<file path="src/rtl/nibble_serial_adder_if.sv">
// Operand/result handshake bundle for the nibble-serial adder.
// The producer/consumer side uses master; the adder uses slave.
interface nibble_serial_adder_if #(
  parameter int NIBBLES = 4
);
  localparam int W = 4 * NIBBLES;

  logic         in_valid;
  logic         in_ready;
  logic [W-1:0] a;
  logic [W-1:0] b;
  logic         cin;
  logic         out_valid;
  logic         out_ready;
  logic [W-1:0] sum;
  logic         cout;
  logic         ovf;
  logic         busy;

  modport master (
    output in_valid, a, b, cin, out_ready,
    input  in_ready, out_valid, sum, cout, ovf, busy
  );

  modport slave (
    input  in_valid, a, b, cin, out_ready,
    output in_ready, out_valid, sum, cout, ovf, busy
  );
endinterface

</file>
<file path="src/rtl/nibble_serial_adder.sv">
// Wide adder that streams operands LS nibble first through one 4-bit
// carry-lookahead slice, chaining the carry through a register.
module nibble_serial_adder #(
  parameter int NIBBLES = 4
) (
  input  logic                  clk,
  input  logic                  rst_n,
  nibble_serial_adder_if.slave  bus
);
  localparam int W     = 4 * NIBBLES;
  localparam int IDX_W = $clog2(NIBBLES);

  typedef enum logic [1:0] {IDLE, ADD, HOLD} state_t;

  state_t             state;
  state_t             state_next;
  logic [IDX_W-1:0]   idx;
  logic [IDX_W+1:0]   nib_lsb;
  logic [W-1:0]       a_q;
  logic [W-1:0]       b_q;
  logic [W-1:0]       sum_q;
  logic               c;
  logic               cout_q;
  logic               ovf_q;
  logic [5:0]         slice;
  logic               last;

  // Returns {c3, c4, s[3:0]}; c3 is kept for the signed-overflow test.
  function automatic logic [5:0] cla4(input logic [3:0] x, input logic [3:0] y,
                                      input logic ci);
    logic [3:0] p;
    logic [3:0] g;
    logic       c1, c2, c3, c4;
    p  = x ^ y;
    g  = x & y;
    c1 = g[0] | (p[0] & ci);
    c2 = g[1] | (p[1] & g[0]) | (p[1] & p[0] & ci);
    c3 = g[2] | (p[2] & g[1]) | (p[2] & p[1] & g[0]) | (p[2] & p[1] & p[0] & ci);
    c4 = g[3] | (p[3] & g[2]) | (p[3] & p[2] & g[1]) | (p[3] & p[2] & p[1] & g[0])
       | (p[3] & p[2] & p[1] & p[0] & ci);
    return {c3, c4, p ^ {c3, c2, c1, ci}};
  endfunction

  assign nib_lsb = {idx, 2'b00};
  assign last    = (idx == IDX_W'(NIBBLES - 1));

  always_comb begin
    slice = cla4(a_q[nib_lsb +: 4], b_q[nib_lsb +: 4], c);
  end

  always_ff @(posedge clk) begin
    if (!rst_n) state <= IDLE;
    else        state <= state_next;
  end

  always_comb begin
    state_next = state;
    case (state)
      IDLE:    if (bus.in_valid)  state_next = ADD;
      ADD:     if (last)          state_next = HOLD;
      HOLD:    if (bus.out_ready) state_next = IDLE;
      default:                    state_next = IDLE;
    endcase
  end

  // Handshake flags decode the state register only, so they are glitch-free
  // and have no combinational path from in_valid or out_ready.
  always_comb begin
    bus.in_ready  = (state == IDLE);
    bus.busy      = (state == ADD);
    bus.out_valid = (state == HOLD);
  end

  // Operand registers carry data only and need no reset.
  always_ff @(posedge clk) begin
    if (state == IDLE && bus.in_valid) begin
      a_q <= bus.a;
      b_q <= bus.b;
    end
  end

  always_ff @(posedge clk) begin
    if (!rst_n) begin
      idx    <= '0;
      c      <= 1'b0;
      sum_q  <= '0;
      cout_q <= 1'b0;
      ovf_q  <= 1'b0;
    end else begin
      case (state)
        IDLE: begin
          if (bus.in_valid) begin
            idx   <= '0;
            c     <= bus.cin;
            sum_q <= '0;
          end
        end
        ADD: begin
          sum_q[nib_lsb +: 4] <= slice[3:0];
          c                   <= slice[4];
          if (last) begin
            idx    <= '0;
            cout_q <= slice[4];
            ovf_q  <= slice[5] ^ slice[4];
          end else begin
            idx <= idx + IDX_W'(1);
          end
        end
        default: ;
      endcase
    end
  end

  assign bus.sum  = sum_q;
  assign bus.cout = cout_q;
  assign bus.ovf  = ovf_q;
endmodule

</file>
<file path="src/flat_wrapper.sv">
// flat-port wrapper written by rule: the top's interface ports become plain ports
module nibble_serial_adder_flat 
#(
  parameter int NIBBLES = 4
)
  (clk, rst_n, bus_in_valid, bus_a, bus_b, bus_cin, bus_out_ready, bus_in_ready, bus_out_valid, bus_sum, bus_cout, bus_ovf, bus_busy);
  nibble_serial_adder_if #(.NIBBLES(NIBBLES)) bus_i ();
  input  logic clk;
  input  logic rst_n;
  input wire logic [$bits(bus_i.in_valid)-1:0] bus_in_valid;
  input wire logic [$bits(bus_i.a)-1:0] bus_a;
  input wire logic [$bits(bus_i.b)-1:0] bus_b;
  input wire logic [$bits(bus_i.cin)-1:0] bus_cin;
  input wire logic [$bits(bus_i.out_ready)-1:0] bus_out_ready;
  output wire logic [$bits(bus_i.in_ready)-1:0] bus_in_ready;
  output wire logic [$bits(bus_i.out_valid)-1:0] bus_out_valid;
  output wire logic [$bits(bus_i.sum)-1:0] bus_sum;
  output wire logic [$bits(bus_i.cout)-1:0] bus_cout;
  output wire logic [$bits(bus_i.ovf)-1:0] bus_ovf;
  output wire logic [$bits(bus_i.busy)-1:0] bus_busy;
  assign bus_i.in_valid = bus_in_valid;
  assign bus_i.a = bus_a;
  assign bus_i.b = bus_b;
  assign bus_i.cin = bus_cin;
  assign bus_i.out_ready = bus_out_ready;
  assign bus_in_ready = bus_i.in_ready;
  assign bus_out_valid = bus_i.out_valid;
  assign bus_sum = bus_i.sum;
  assign bus_cout = bus_i.cout;
  assign bus_ovf = bus_i.ovf;
  assign bus_busy = bus_i.busy;
  nibble_serial_adder #(.NIBBLES(NIBBLES)) u_core (.clk(clk), .rst_n(rst_n), .bus(bus_i));
endmodule
</file>
<file path="config.mk">
export PLATFORM = sky130hd
export DESIGN_NAME = nibble_serial_adder_flat
export DESIGN_NICKNAME = d
export VERILOG_FILES = /design/src/rtl/nibble_serial_adder_if.sv /design/src/rtl/nibble_serial_adder.sv /design/src/flat_wrapper.sv
export SDC_FILE = /design/constraint.sdc
export NUM_CORES = 1
export LEC_CHECK = 0
export BUFFER_PORTS_ARGS = -buffer_cell sky130_fd_sc_hd__buf_2
export CORE_ASPECT_RATIO = 1.2
export CORE_UTILIZATION = 40
export CTS_BUF_LIST = sky130_fd_sc_hd__clkbuf_4 sky130_fd_sc_hd__clkbuf_8
export DETAILED_ROUTE_END_ITERATION = 8
export MAX_ROUTING_LAYER = met4
export PLACE_DENSITY = 0.65
export SETUP_SLACK_MARGIN = 0.1
export SYNTH_ARGS = -nofsm -noshare
export SYNTH_HDL_FRONTEND = slang
export SYNTH_SLANG_ARGS = --single-unit
</file>
<file path="constraint.sdc">
create_clock -name clk -period 2.77 [get_ports clk]
set_clock_uncertainty 0.05 [all_clocks]
set_input_delay 0.1385 -clock clk [delete_from_list [all_inputs] [get_ports clk]]
set_output_delay 0.1385 -clock clk [all_outputs]
set_load 0.02 [all_outputs]
</file>
After elaboration in Yosys (flattened, before gate mapping)
Index checks and enable logic that the tools add are counted.
{"block": "totals", "out_inout_bits": 21, "ff_bits": 55}
{"block": "classes", "shift": 4, "eq_ne": 6, "muxes": 12, "n_reduce_logical": 6, "addsub": 2, "bitwise_logic": 30}
{"op": "one-hot mux 16 bit (2 select lines)", "count": 1}
{"op": "indexed part select 16 x 5 -> 4 bit", "count": 2}
{"op": "AND 1 bit", "count": 16}
{"op": "bitwise mux 16 bit", "count": 1}
{"op": "2-to-1 mux 16 bit", "count": 1}
{"op": "variable shift 4 x 6 -> 16 bit (first input constant)", "count": 1}
{"op": "indexed part select 4 x 6 -> 16 bit", "count": 1}
{"op": "2-to-1 mux 2 bit", "count": 5}
{"op": "OR 1 bit", "count": 10}
{"op": "XOR 4 bit", "count": 2}
{"op": "negator 4 -> 6 bit", "count": 1}
{"op": "one-hot mux 2 bit (3 select lines)", "count": 1}
{"op": "AND 4 bit", "count": 1}
{"op": "equality test 2 bit (second input constant)", "count": 2}
{"op": "!= test 2 bit (second input constant)", "count": 2}
{"op": "one-hot mux 2 bit (2 select lines)", "count": 1}
{"op": "AND reduction 2 bit", "count": 2}
{"op": "AND reduction 3 bit", "count": 1}
{"op": "adder 2 x 1 -> 2 bit (second input constant)", "count": 1}
{"op": "equality test 2 x 1 -> 1 bit (second input constant)", "count": 1}
{"op": "zero test 2 bit", "count": 1}
{"op": "!= test 2 x 1 -> 1 bit (second input constant)", "count": 1}
{"op": "one-hot mux 1 bit (2 select lines)", "count": 1}
{"op": "nonzero test 2 bit", "count": 1}
{"op": "other kinds (3)", "count": 3}

Logic depth before layout (Yosys ltp)
Gate-level depths: netlist of the first run.
{"block": "depth", "ltp_word": 10, "ltp_mapped": 7, "mapped_depth_nobuf": 6}

Worst setup path before layout of the first run
Ideal clock, no wire load.
{"block": "synth_path", "path_kind": "flip-flop to flip-flop", "start": "register u_core.idx[0]", "end": "register u_core.sum_q[11], in the netlist u_core.bus.sum[11]", "stages_incl_launch_ff": 8, "setup_ns": 0.128, "t_arrival_ns": 2.149, "path_slack_ns": 0.443, "path_buffers": 1, "cell_sequence": "dfxtp_1 > buf_6 > mux4_2 > ha_1 > a211oi_1 > o21bai_1 > xnor2_1 > o21ai_0"}
{"block": "synth_via", "elab_chain_cells": 10, "elab_cells_between_ends": 25, "classes_between": "add/sub: 1; shift: 4; mux: 2; bitwise: 18"}
{"element": "start, declared", "line": "nibble_serial_adder.sv:17", "rtl": "logic [IDX_W-1:0] idx;"}
{"element": "start signal, assigned", "line": "nibble_serial_adder.sv:106", "rtl": "idx <= idx + IDX_W'(1);"}
{"element": "indexed part select 16 x 5 -> 4 bit", "line": "nibble_serial_adder.sv:48", "rtl": "slice = cla4(a_q[nib_lsb +: 4], b_q[nib_lsb +: 4], c);"}
{"element": "XOR 4 bit or AND 4 bit (tied branches)", "line": "nibble_serial_adder.sv:34, nibble_serial_adder.sv:35"}
{"element": "AND 1 bit", "line": "nibble_serial_adder.sv:38", "rtl": "c3 = g[2] | (p[2] & g[1]) | (p[2] & p[1] & g[0]) | (p[2] & p[1] & p[0] & ci);"}
{"element": "OR 1 bit or AND 1 bit (tied branches) (2 in a row)", "line": "nibble_serial_adder.sv:38"}
{"element": "OR 1 bit", "line": "nibble_serial_adder.sv:38"}
{"element": "XOR 4 bit", "line": "nibble_serial_adder.sv:41", "rtl": "return {c3, c4, p ^ {c3, c2, c1, ci}};"}
{"element": "indexed part select 4 x 6 -> 16 bit", "line": "nibble_serial_adder.sv:99", "rtl": "sum_q[nib_lsb +: 4] <= slice[3:0];"}
{"element": "bitwise mux 16 bit *", "line": "nibble_serial_adder.sv:99"}
{"element": "one-hot mux 16 bit (2 select lines) *", "line": "nibble_serial_adder.sv:90", "rtl": "case (state)"}
{"element": "end signal, assigned by index", "line": "nibble_serial_adder.sv:99"}
{"element": "end, declared", "line": "nibble_serial_adder.sv:21", "rtl": "logic [W-1:0] sum_q;"}
Mark *: on every way between the ends. The rest lies on a longest branch, timed or not.
A chain may end at the register's enable or synchronous reset.

Final worst setup path of the first run
Ends and elaborated chain as after synthesis.

==> results.ini, run 1 <==
[outcome]
status=completed

[finish]
syn_to_final_growth_pct=33.3
final_common_cell=buf_2
layout-drive-gt1-share_pct=33.5
postLayoutCellArea_sq_um=3170
nNetsFinal=312
layout_common_cells=57 x buf_2, 32 x dlygate4sd3_1, 32 x edfxtp_1
final_util_pct=55.6
antenna_cells=0
nFillCells=503

[sta]
worst_slack_ps=443
tightest_slew_ps=704
hold_violations=0
finalSetupViolCount=0
tns_ps=0
slew_headroom_pct=53.0
min_period_over_period_pct=84.0
rsz0062_at_grt=no
drv_slew=0
fmax_ghz=0.430
fin_hold_ws_ps=85.1
post-route-min-period_ps=2330

[global_routing]
grt_pass1_wl_um=7590
grt_max_degree=38
grt_pass1_vias=1641
grt_usage_pct=16.7
grt_overflow=0
antenna_found_initial=0

[synth]
avgSynthCellArea_sq_um=13.8
synth_cell_types=36
syn-instance-count=172
synth_nets=219
ys_seq_area_share_pct=59.7
synth_area_sq_um=2380
ys_seq_elements=55
synth_warnings=0

[min_path]
holdPathEnd=u_core.state[1]
min-delay-start=bus_out_ready
holdCritPathClass=in -> reg
timing.hold.worst_path_depth=3

[power_and_ir_drop]
powerDensity_nw_per_um2=525
irDropWorstVdd_uv=384
p_leak_nw=1.24

[place]
place_area_sq_um=2760
pre_cts_ws_ps=169
dp_hpwl_um=3140
port_buffers=57
gp_congestion=0.761

[worst_setup_path]
worst_setup_path_end_kind=flip-flop
critPathMaxFanout=7
r2r_slack_ps=440
r2r_end=u_core.bus.sum[11]
required_ps=2910
start_kind=flip-flop
cp.arrival_ps=2470
path_class=reg -> reg
critPathMaxStageDelay_ps=590
cp_top_family=multiplexers
r2r_cells=6
slowest_stage=mux4_2
critPathBufInv=0
crit_chain=mux4_2, ha_1, a211oi_1, o21bai_1, xnor2_2, o21ai_0
timing.rr.start=u_core.idx[0]

[cts]
cts_buffer_depth=2
cts_tree=yes
cts_sinks=55
clockRootBuffer=clkbuf_8
cts_made_buffers=5
cts_max_level=2
postCtsSetupRepairBufs=0
clk_latency_ps=300
clk_pin_slew_ps=100

[drt]
antenna_left=0
vias=1653
drc=0
vias_per_cell=4.78
dr.pass1.iters=4
drt_iter0_markers=46
wl_um=4600
wl_per_cell_um=13.3

[die]
initial_core_util_pct=41.7
rows=30
die_x_um=72.4
core_area_sq_um=5710
die_area_sq_um=6270
io_pins=58
die_h_um=86.5

[job]
drv_cap=0

[worst max path at each step]
stage / slack, ps / end / start / cells past startpoint
6_report: 440 / u_core.bus.sum[11] / u_core.idx[0] / 6
2_1_floorplan: 440 / u_core.bus.sum[11] / u_core.idx[0] / 7
4_1_cts: 150 / u_core.bus.sum[11] / u_core.idx[0] / 6
5_1_grt: 200 / u_core.bus.sum[15] / u_core.idx[0] / 6
3_3_place_gp: 270 / u_core.bus.sum[7] / u_core.idx[0] / 6
3_5_place_dp: 170 / u_core.bus.sum[11] / u_core.idx[0] / 6
[per-stage QoR]
step           power, mW  std cells
2_1_floorplan       1.12        172
3_3_place_gp        1.20        306
3_5_place_dp        1.20        306
4_1_cts             1.67        346
5_1_grt             1.75        346
6_report            1.67        346
[state kept, by name, summed over array words and instances, names as in the netlist]
name,flops
u_core.a_q,16
u_core.b_q,16
u_core.bus.cout,1
u_core.bus.ovf,1
u_core.bus.sum,16
u_core.c,1
u_core.idx,2
u_core.state,2
[cell families after synthesis]
kind of cell	after synthesis	synth area share, %
compound gates	36	10.1
xor+xnor	2	0.736
fa+ha+maj	10	5.57
buf+inv	9	1.73
flops	55	59.7
mux	8	7.57
simple gates	52	14.6
[report_power, final]
group          internal (mW)  switching [mW]
logic                  0.139           0.153
registers              0.910          0.0213
clock network          0.197           0.245
total                   1.25           0.420
[tightest hold or removal path, stage by stage]
cell and delay [ps]:
buf_2 70, nor2b_1 40, o21a_1 150
[what timing repair did]
action,CTS,global route
gates resized for setup,0,2
hold buffers,32,0
endpoints found under the setup margin,0,5
endpoints found under the hold margin,32,0
[Yosys cell counts]
master | number | area, sq um
edfxtp_1 | 32 | 961
dfxtp_1 | 23 | 460
nand2_1 | 14 | 52.6
nor2b_1 | 11 | 68.8
a22oi_1 | 9 | 67.6
ha_1 | 9 | 113
nand3_1 | 9 | 45.0
mux4_2 | 8 | 180
o21ai_0 | 8 | 40.0
nor2_1 | 5 | 18.8
clkbuf_1 | 4 | 15.0
a211oi_1 | 3 | 22.5
a21o_1 | 3 | 22.5
a21oi_1 | 3 | 15.0
nor4_4 | 3 | 63.8
inv_1 | 2 | 7.51
inv_2 | 2 | 7.51
nand2b_4 | 2 | 27.5
nor3_1 | 2 | 10.0
o21a_1 | 2 | 15.0
o21ai_1 | 2 | 10.0
o21bai_1 | 2 | 15.0
a21boi_0 | 1 | 7.51
a21o_2 | 1 | 8.76
a32oi_1 | 1 | 8.76
and2_4 | 1 | 8.76
and2b_2 | 1 | 8.76
buf_6 | 1 | 11.3
fa_1 | 1 | 20.0
nand3b_1 | 1 | 7.51
nand4_1 | 1 | 6.26
nor4b_4 | 1 | 23.8
o211ai_1 | 1 | 7.51
or2_2 | 1 | 6.26
xnor2_1 | 1 | 8.76
xor2_1 | 1 | 8.76
[layout make-up]
| cell class | count | area (sq um) | area share [%] |
|---|---|---|---|
| Clock buffer | 7 | 83.8 | 2.64 |
| Clock inverter | 1 | 5.00 | 0.158 |
| Inverter | 4 | 15.0 | 0.473 |
| Multi-Input combinational cell | 108 | 926 | 29.2 |
| Sequential cell | 55 | 1420 | 44.8 |
| Tap cell | 80 | 100 | 3.15 |
| Timing Repair Buffer | 91 | 621 | 19.6 |
[layer usage]
layer	part of all wire, %	GRT usage [%]	vias up
met5	0	-	-
met4	1.6	5.70	0
met3	4.1	3.95	6
met2	53	28.0	46
met1	42	19.6	766
li1	-	-	835
Note: power is estimated with default switching activity, not from simulation.
==> inputs of run 2 (changes only) <==
--- a/config.mk
+++ b/config.mk
@@ -5,13 +5,14 @@
 export SDC_FILE = /design/constraint.sdc
 export NUM_CORES = 1
 export LEC_CHECK = 0
+export ABC_AREA = 1
 export BUFFER_PORTS_ARGS = -buffer_cell sky130_fd_sc_hd__buf_2
 export CORE_ASPECT_RATIO = 1.2
 export CORE_UTILIZATION = 40
 export CTS_BUF_LIST = sky130_fd_sc_hd__clkbuf_4 sky130_fd_sc_hd__clkbuf_8
 export DETAILED_ROUTE_END_ITERATION = 8
 export MAX_ROUTING_LAYER = met4
-export PLACE_DENSITY = 0.65
+export PLACE_DENSITY = 0.67
 export SETUP_SLACK_MARGIN = 0.1
 export SYNTH_ARGS = -nofsm -noshare
 export SYNTH_HDL_FRONTEND = slang
==> constraint.sdc (replaced) <==
create_clock -name clk -period 1.9 [get_ports clk]
set_clock_uncertainty 0.05 [all_clocks]
set_input_delay 0.095 -clock clk [delete_from_list [all_inputs] [get_ports clk]]
set_output_delay 0.095 -clock clk [all_outputs]
set_load 0.02 [all_outputs]
==> run 2 against run 1 <==
Net effect: the run now ends with setup timing left; total power increased by 67%; core utilization increased by 8.1 points; worst setup slack got worse by 630 ps; routed wire length increased by 22%; critical path depth increased by 4; critical endpoint is now u_core.bus.ovf.
==> results.ini, run 2 <==
[outcome]
status=finished, violations left
violations=setup timing

[die]
die_x_um=72.7
rows=30
io_pins=58
die_area_sq_um=6300
initial_core_util_pct=42.0
core_area_sq_um=5710
die_h_um=86.8

[power_and_ir_drop]
power.total_mw=2.79
p_leak_nw=1.48
irDropWorstVdd_uv=505
powerDensity_nw_per_um2=767

[global_routing]
antenna_found_initial=0
grt_max_degree=21
grt_pass1_vias=2142
grt_usage_pct=19.3
grt_pass1_wl_um=9090
grt_overflow=0

[sta]
hold_violations=0
min_period_over_period_pct=110
post-route-min-period_ps=2090
fin_hold_ws_ps=29.6
fmax_ghz=0.479
worst_slack_ps=-188
tightest_slew_ps=537
slew_headroom_pct=64.0
finalSetupViolCount=19
rsz0062_at_grt=yes
drv_slew=0

[finish]
nNetsFinal=398
layout_common_cells=57 x buf_2, 35 x nand2_1, 34 x dlygate4sd3_1
nFillCells=484
fin_cells=432
seqCellArea_sq_um=1430
layout-drive-gt1-share_pct=42.3
multi_input_area_sq_um=1080
final_common_cell=buf_2
postLayoutCellArea_sq_um=3640
antenna_cells=0
syn_to_final_growth_pct=51.7

[synth]
synth_xor_area_share_pct=0.731
synth_top_family_by_area=simple AND/OR/NAND/NOR gates
avgSynthCellArea_sq_um=10.2
synth_cell_types=32
ys_seq_elements=55
ys_seq_area_share_pct=59.3
syn-instance-count=236
synthArstFlopShare_pct=0
synth_nets=283
synth_warnings=0
synthMuxAreaShare_pct=0
synth_compound_area_share_pct=12.1
synth_edf_count=32
synth_fa_ha_area_share_pct=5.54
synth.top_cell.area_share_pct=40.1
yosys.area_share.simple_pct=17.5
synth_common_cells=37 x nand2_1, 32 x edfxtp_1, 29 x nor2_1
yosysTopAreaCell=edfxtp_1
post-synth-top-count-cell=nand2_1
synth_flop_cell=edfxtp_1
synth_area_sq_um=2400
synthTopCellsByArea=edfxtp_1 40%, dfxtp_1 19%, nand2_1 5.8%

[place]
port_buffers=57
pre_cts_ws_ps=-164
gp_congestion=0.803
place_area_sq_um=2920
dp_hpwl_um=3550
dpl.cell_count=383

[cts]
cts_tree=yes
clk_latency_ps=300
clk_pin_slew_ps=100
cts_max_level=2
cts_made_buffers=5
clockRootBuffer=clkbuf_8
cts_sinks=55
cts_buffer_depth=2

[drt]
wl_per_cell_um=12.9
vias_per_cell=4.81
antenna_left=0
drt_iter0_markers=45
dr.pass1.iters=4
drc=0
vias=2078
wl_um=5590

[worst_setup_path]
critPathMaxFanout=6
cp.arrival_ps=2230
path_class=reg -> reg
required_ps=2050
worst_setup_path_end_kind=flip-flop
critPathLaunch=u_core.idx[0]
timing.rr.start=u_core.idx[0]
start_kind=flip-flop

[job]
drv_cap=0

[min_path]
holdCritPathClass=in -> reg
min-delay-start=bus_cin

## run 2: per-stage QoR
| step | setup TNS, ps | util, % |
|---|---|---|
| after detailed placement | -1470 | 51.2 |
| after CTS | -1140 | 61.0 |
| after global routing | -4340 | 63.7 |
| final | -2050 | 63.7 |
| after global placement | -840 | 51.2 |
| after floorplan | -151 | - |
## run 2: layer usage
metal	vias to the layer above	wire length, um	GRT usage, %
met4	0	151	6.24
met5	-	0	-
met3	13	197	3.37
met2	60	3080	35.7
met1	971	2170	20.7
li1	1034	-	-
## run 2: repair_timing
item	in CTS	in global routing
endpoints found under the hold margin	34	0
gates resized for setup	29	30
hold buffers	34	0
pin swaps	15	17
endpoints found under the setup margin	19	19
setup buffers	2	4
cloned	1	0
## run 2: area by class of cell
class,instances,share of cell area [%]
flip-flops and latches,55,39.2
clock inverters,2,0.344
inverters,22,2.65
multi-input cells,153,29.6
clock buffers,6,2.10
well taps,80,2.75
repair buffers,114,23.3
## run 2: logic make-up (layout without fill, tap and decap cells)
group	after synthesis	in the layout
compound gates	52	52
fa+ha+maj	10	10
flops	55	55
xor+xnor	2	2
buf+inv	28	144
simple gates	89	89
## run 2: worst max-delay path, stage by stage (launching register included)
cell     delay (ps)
dfxtp_4         400
buf_12          150
o21ai_4         190
o22ai_4         110
ha_1            320
nand4_1         180
nand2_2         170
nand2_4          80
buf_4           140
a31oi_2         140
nor2_1           60
## run 2: final timing paths
| kind | cells past startpoint | endpoint | slack [ps] |
|---|---|---|---|
| worst min-delay path | 3 | u_core.c | 30 |
| worst max-delay path | 10 | u_core.bus.ovf | -190 |
| worst min register to register | 2 | u_core.bus.sum[11] | 420 |
| worst max register to register | 10 | u_core.bus.ovf | -190 |
## run 2: power breakdown
part           internal, mW  total (mW)  switching, mW  leakage, nW
combinational         0.388       0.789          0.401        0.941
sequential             1.33        1.36         0.0362        0.494
clock                 0.271       0.634          0.363       0.0408
total                  1.99        2.79          0.800         1.48
